## config.mk

```make
export PLATFORM = sky130hd
export DESIGN_NAME = branch_resolve_queue
export DESIGN_NICKNAME = d
export VERILOG_FILES = /design/src/rtl/branch_resolve_queue.sv
export SDC_FILE = /design/constraint.sdc
export NUM_CORES = 1
export LEC_CHECK = 0
export BUFFER_PORTS_ARGS = -buffer_cell sky130_fd_sc_hd__buf_2
export CORE_ASPECT_RATIO = 0.7
export CORE_UTILIZATION = 49
export CTS_CLUSTER_SIZE = 8
export DETAILED_ROUTE_END_ITERATION = 8
export GPL_ROUTABILITY_DRIVEN = 1
export GPL_TIMING_DRIVEN = 0
export PLACE_DENSITY_LB_ADDON = 0.05
export SYNTH_ARGS = -nofsm -noshare
export SYNTH_HDL_FRONTEND = slang
export SYNTH_SLANG_ARGS = --single-unit
```

## constraint.sdc

```tcl
create_clock -name clk -period 4.83 [get_ports clk]
set_input_delay 0.483 -clock clk [delete_from_list [all_inputs] [get_ports clk]]
set_output_delay 0.483 -clock clk [all_outputs]
set_load 0.03 [all_outputs]
```

## src/rtl/branch_resolve_queue.sv

```systemverilog
// rtl/branch_resolve_queue.sv - in-order branch prediction holding queue with resolve/mispredict
// Registers predictor-update and redirect outputs one cycle after EXE resolves the oldest branch.
module branch_resolve_queue #(
    parameter int DEPTH    = 4,
    parameter int CNT_BITS = 32
) (
    input  logic                       clk,
    input  logic                       rst,
    input  logic                       enq_valid,
    input  logic [31:0]                enq_pc,
    input  logic                       enq_pred_taken,
    input  logic [31:0]                enq_pred_target,
    output logic                       enq_ready,
    input  logic                       res_valid,
    input  logic                       res_taken,
    input  logic [31:0]                res_target,
    input  logic                       flush_in,
    output logic                       upd_valid,
    output logic [31:0]                upd_pc,
    output logic                       upd_taken,
    output logic [31:0]                upd_target,
    output logic                       mispredict,
    output logic [31:0]                redirect_pc,
    output logic [$clog2(DEPTH):0]     count,
    output logic                       underflow_err,
    output logic [CNT_BITS-1:0]        branch_cnt,
    output logic [CNT_BITS-1:0]        mispred_cnt
);

    localparam int PTR_W = $clog2(DEPTH);
    localparam int CW    = PTR_W + 1;

    logic [31:0]      pc_mem  [DEPTH];
    logic [31:0]      tgt_mem [DEPTH];
    logic [DEPTH-1:0] taken_mem;

    logic [PTR_W-1:0] head;
    logic [PTR_W-1:0] tail;

    logic        full;
    logic        empty;
    logic        res_fire;
    logic        enq_fire;
    logic        mispredict_now;
    logic [31:0] head_pc;
    logic [31:0] head_tgt;
    logic        head_taken;

    assign full       = (count == CW'(DEPTH));
    assign empty      = (count == '0);
    assign enq_ready  = !full;
    assign head_pc    = pc_mem[head];
    assign head_tgt   = tgt_mem[head];
    assign head_taken = taken_mem[head];
    assign res_fire   = res_valid && !empty;

    // Target only matters when the branch is actually taken.
    assign mispredict_now = res_fire &&
                            ((res_taken != head_taken) || (res_taken && (res_target != head_tgt)));

    assign enq_fire = enq_valid && enq_ready && !flush_in && !mispredict_now;

    always_ff @(posedge clk) begin
        if (enq_fire) begin
            pc_mem[tail]    <= enq_pc;
            tgt_mem[tail]   <= enq_pred_target;
            taken_mem[tail] <= enq_pred_taken;
        end
    end

    always_ff @(posedge clk) begin
        if (rst) begin
            head          <= '0;
            tail          <= '0;
            count         <= '0;
            upd_valid     <= 1'b0;
            upd_pc        <= 32'h0;
            upd_taken     <= 1'b0;
            upd_target    <= 32'h0;
            mispredict    <= 1'b0;
            redirect_pc   <= 32'h0;
            underflow_err <= 1'b0;
            branch_cnt    <= '0;
            mispred_cnt   <= '0;
        end else begin
            upd_valid  <= res_fire;
            mispredict <= mispredict_now && !flush_in;

            if (res_fire) begin
                upd_pc      <= head_pc;
                upd_taken   <= res_taken;
                upd_target  <= res_target;
                redirect_pc <= res_taken ? res_target : head_pc + 32'd4;
                if (branch_cnt != '1)
                    branch_cnt <= branch_cnt + CNT_BITS'(1);
                if (mispredict_now && (mispred_cnt != '1))
                    mispred_cnt <= mispred_cnt + CNT_BITS'(1);
            end

            if (res_valid && empty)
                underflow_err <= 1'b1;

            // A mispredict squashes every younger entry, so the queue simply empties.
            if (flush_in || mispredict_now) begin
                head  <= '0;
                tail  <= '0;
                count <= '0;
            end else begin
                if (res_fire)
                    head <= head + PTR_W'(1);
                if (enq_fire)
                    tail <= tail + PTR_W'(1);
                case ({enq_fire, res_fire})
                    2'b10:   count <= count + CW'(1);
                    2'b01:   count <= count - CW'(1);
                    default: count <= count;
                endcase
            end
        end
    end

endmodule
```

==> out/results.ini <==
[logic_synthesis]
syn_area_per_cell_sq_um = 12.6
synth_ff_type = edfxtp_1
synth_fp_nets = 1518
synth_edf_count = 260
syn_area_sq_um = 17700
syn-instance-count = 1406
yosys_warnings = 0
yosysSeqAreaShare_pct = 63.7
synth_cell_types = 59
synth-seq-cells = 433
async_flop_share_pct = 0

[routing]
routed_wirelength_mm = 50.3
drcViolationCount = 0
ant_nets = 0
highest-signal-layer = met5
first_pass_iters = 5
wl_met2_mm = 22.6
vias = 12526
wl_per_cell_microns = 22.2
drt-met1-wl_mm = 22.5
avgViaCountPerCell = 5.54
drt-initial-drc-count = 1039
wl_met3_mm = 3.62

[layout]
nFillCells = 2899
syn_to_final_growth_pct = 21.7
layout_common_cells = buf_2 (279), edfxtp_1 (260), nand2_1 (229), dfxtp_1 (173), a21oi_1 (96)
final_layout_size_suffix_gt1_share_pct = 24.6
final_common_cell = buf_2
layout.nets = 1857

[global_route]
grt-ovfl-total = 0
grt_max_degree = 43
grt_pass1_vias = 12077
grt_first_pass_wirelength_mm = 74.7
antenna_found_initial = 6
grt_usage_pct = 27.3

[power_and_ir_drop]
p_leak_nw = 7.87
ir_worst_vdd_mv = 0.277
powerDensity_nw_per_um2 = 388

[outcome]
status = completed

[die]
die_w_microns = 229
die-area_sq_um = 36900
io_pins = 271
placementRows = 57
die_y_microns = 161
coreArea_sq_um = 35100
start_util_pct = 50.4

[sta]
slew_violations = 0
slew_headroom_pct = 19.8
finalCritPeriodShare_pct = 90.8
setup_viol = 0
tns_ns = 0
period_needed_ns = 4.39
tightest_slew_ns = 1.19
rsz0062_at_grt = false
holdWs_ns = 0.0906
post-route-worst-setup-slack_ns = 0.445
fmax_mhz = 228
finalClockSkew_ns = 0.0372
hold_viol = 0

[clocking]
clk_pin_slew_ns = 0.05
clock_latency_ns = 0.61
clock_sinks = 433
cts_tree = done
clockRootBuffer = clkbuf_16
cts_buffer_depth = 3
cts_max_level = 2
cts_buffers = 60
ctsResizeCount = 0

[min_path]
hp-class = in -> reg

[place]
place_congestion = 0.867
dp_slack_ns = 0.182
dp_hpwl_mm = 36.5
port_buffers = 270

[worst_setup_path]
worstPathArrival_ns = 4.66
critPathTopFamily = simple AND/OR/NAND/NOR gates
cp_slowest_stage_delay_ns = 0.59
path_max_fanout = 42
cp.required_ns = 5.10
critPathBufInv = 5
path_class = reg -> reg
path_cells = buf_2, buf_1, mux4_2, xnor2_1, nand4_1, nor2_1, nand4_2, nor4_4, buf_4, buf_6, nand2b_1, and3_4, buf_16
end_kind = register
crit_slowest_cell = buf_1
start_kind = register

[run]
drv_cap = 0

==> routing by layer <==
metal | global-route usage (%) | vias to the layer above
li1 | - | 5814
met5 | 0 | -
met3 | 6.06 | 96
met4 | 9.24 | 8
met2 | 41.5 | 444
met1 | 38.8 | 6164
==> metrics by stage <==
step	util [%]	power [mW]	cells	instance area, sq um
floorplan	-	4.33	1406	17700
global placement	56.0	4.54	2148	19600
detailed placement	56.3	4.55	2152	19800
CTS	61.3	8.41	2256	21500
global route	61.4	8.62	2259	21500
finish	61.4	8.36	2261	21500
==> state kept, by name (all words and copies together) (netlist names), 3 cells and up, named ones only <==
register	count
branch_cnt	32
count	3
mispred_cnt	32
pc_mem	128
redirect_pc	32
taken_mem	4
tgt_mem	128
upd_pc	32
upd_target	32
==> worst paths after layout <==
path / from / end / slack [ns] / cells past startpoint
setup / recovery: register / tgt_mem[1][24]$_DFFE_PP_ / 0.44 / 13
hold reg to reg: upd_pc[23]$_SDFFE_PP0P_ / upd_pc[23]$_SDFFE_PP0P_ / 0.45 / 2
hold / removal: enq_pred_target[31] / tgt_mem[0][31]$_DFFE_PP_ / 0.09 / 1
setup reg to reg: register / tgt_mem[1][24]$_DFFE_PP_ / 0.44 / 13
==> repair_timing <==
item | 4_1_cts | 5_1_grt
buffers inserted | 0 | 3
hold endpoints to repair | 0 | 0
endpoints found under the setup margin | 0 | 170
hold buffers | 0 | 0
==> cell type report <==
cell class,instances,area (sq um),share of cell area [%]
clock inverter,3,68.8,0.319
sequential,433,11300,52.3
timing repair buffer,277,1480,6.89
tap,472,591,2.74
multi-input combinational,879,6010,27.9
inverter,20,75.1,0.349
clock buffer,101,1680,7.78
buffer,74,357,1.66
antenna,2,5.00,0.0232
==> power breakdown <==
group / internal (mW) / leakage, nW / switching [mW]
Clock: 2.33 / 0.826 / 1.54
Sequential: 3.98 / 3.76 / 0.0236
Combinational: 0.149 / 3.29 / 0.330
Total: 6.46 / 7.87 / 1.90
==> cells by family after synthesis <==
logic type               share of synthesized area (%)
AO/OA/AOI/OAI                                     5.49
XOR/XNOR                                          4.26
adder cells (fa/ha/maj)                          0.679
buffers and inverters                             2.44
flip-flops                                        63.7
multiplexers                                      9.79
AND/OR/NAND/NOR                                   13.6
==> cell usage after synthesis, types with 3 or more instances <==
| master | count | area (sq um) |
|---|---|---|
| or3_1 | 13 | 81.3 |
| o31ai_1 | 3 | 22.5 |
| nor2b_1 | 20 | 125 |
| buf_1 | 5 | 18.8 |
| nor4b_1 | 3 | 26.3 |
| mux4_2 | 58 | 1310 |
| nor3_1 | 30 | 150 |
| buf_6 | 5 | 56.3 |
| o21ai_0 | 29 | 145 |
| nor2_1 | 84 | 315 |
| clkbuf_1 | 49 | 184 |
| buf_4 | 5 | 37.5 |
| mux2_1 | 15 | 169 |
| and3_1 | 29 | 181 |
| dfxtp_1 | 173 | 3460 |
| ha_1 | 8 | 100 |
| nand2b_1 | 4 | 25.0 |
| nand4_1 | 21 | 131 |
| o22ai_1 | 4 | 25.0 |
| buf_2 | 9 | 45.0 |
| o41ai_1 | 3 | 26.3 |
| or2_2 | 5 | 31.3 |
| nand2_1 | 229 | 860 |
| and2_1 | 5 | 31.3 |
| nand3_1 | 40 | 200 |
| a21oi_1 | 96 | 480 |
| or4_1 | 4 | 30.0 |
| o21ai_1 | 5 | 25.0 |
| and4_1 | 9 | 78.8 |
| mux2i_1 | 19 | 190 |
| nor4_1 | 12 | 75.1 |
| mux2_2 | 6 | 67.6 |
| xnor2_1 | 32 | 280 |
| xor2_1 | 54 | 473 |
| a31oi_1 | 13 | 81.3 |
| edfxtp_1 | 260 | 7810 |
| a211oi_1 | 4 | 30.0 |
| inv_1 | 19 | 71.3 |
(Power assumes the default switching activity.)
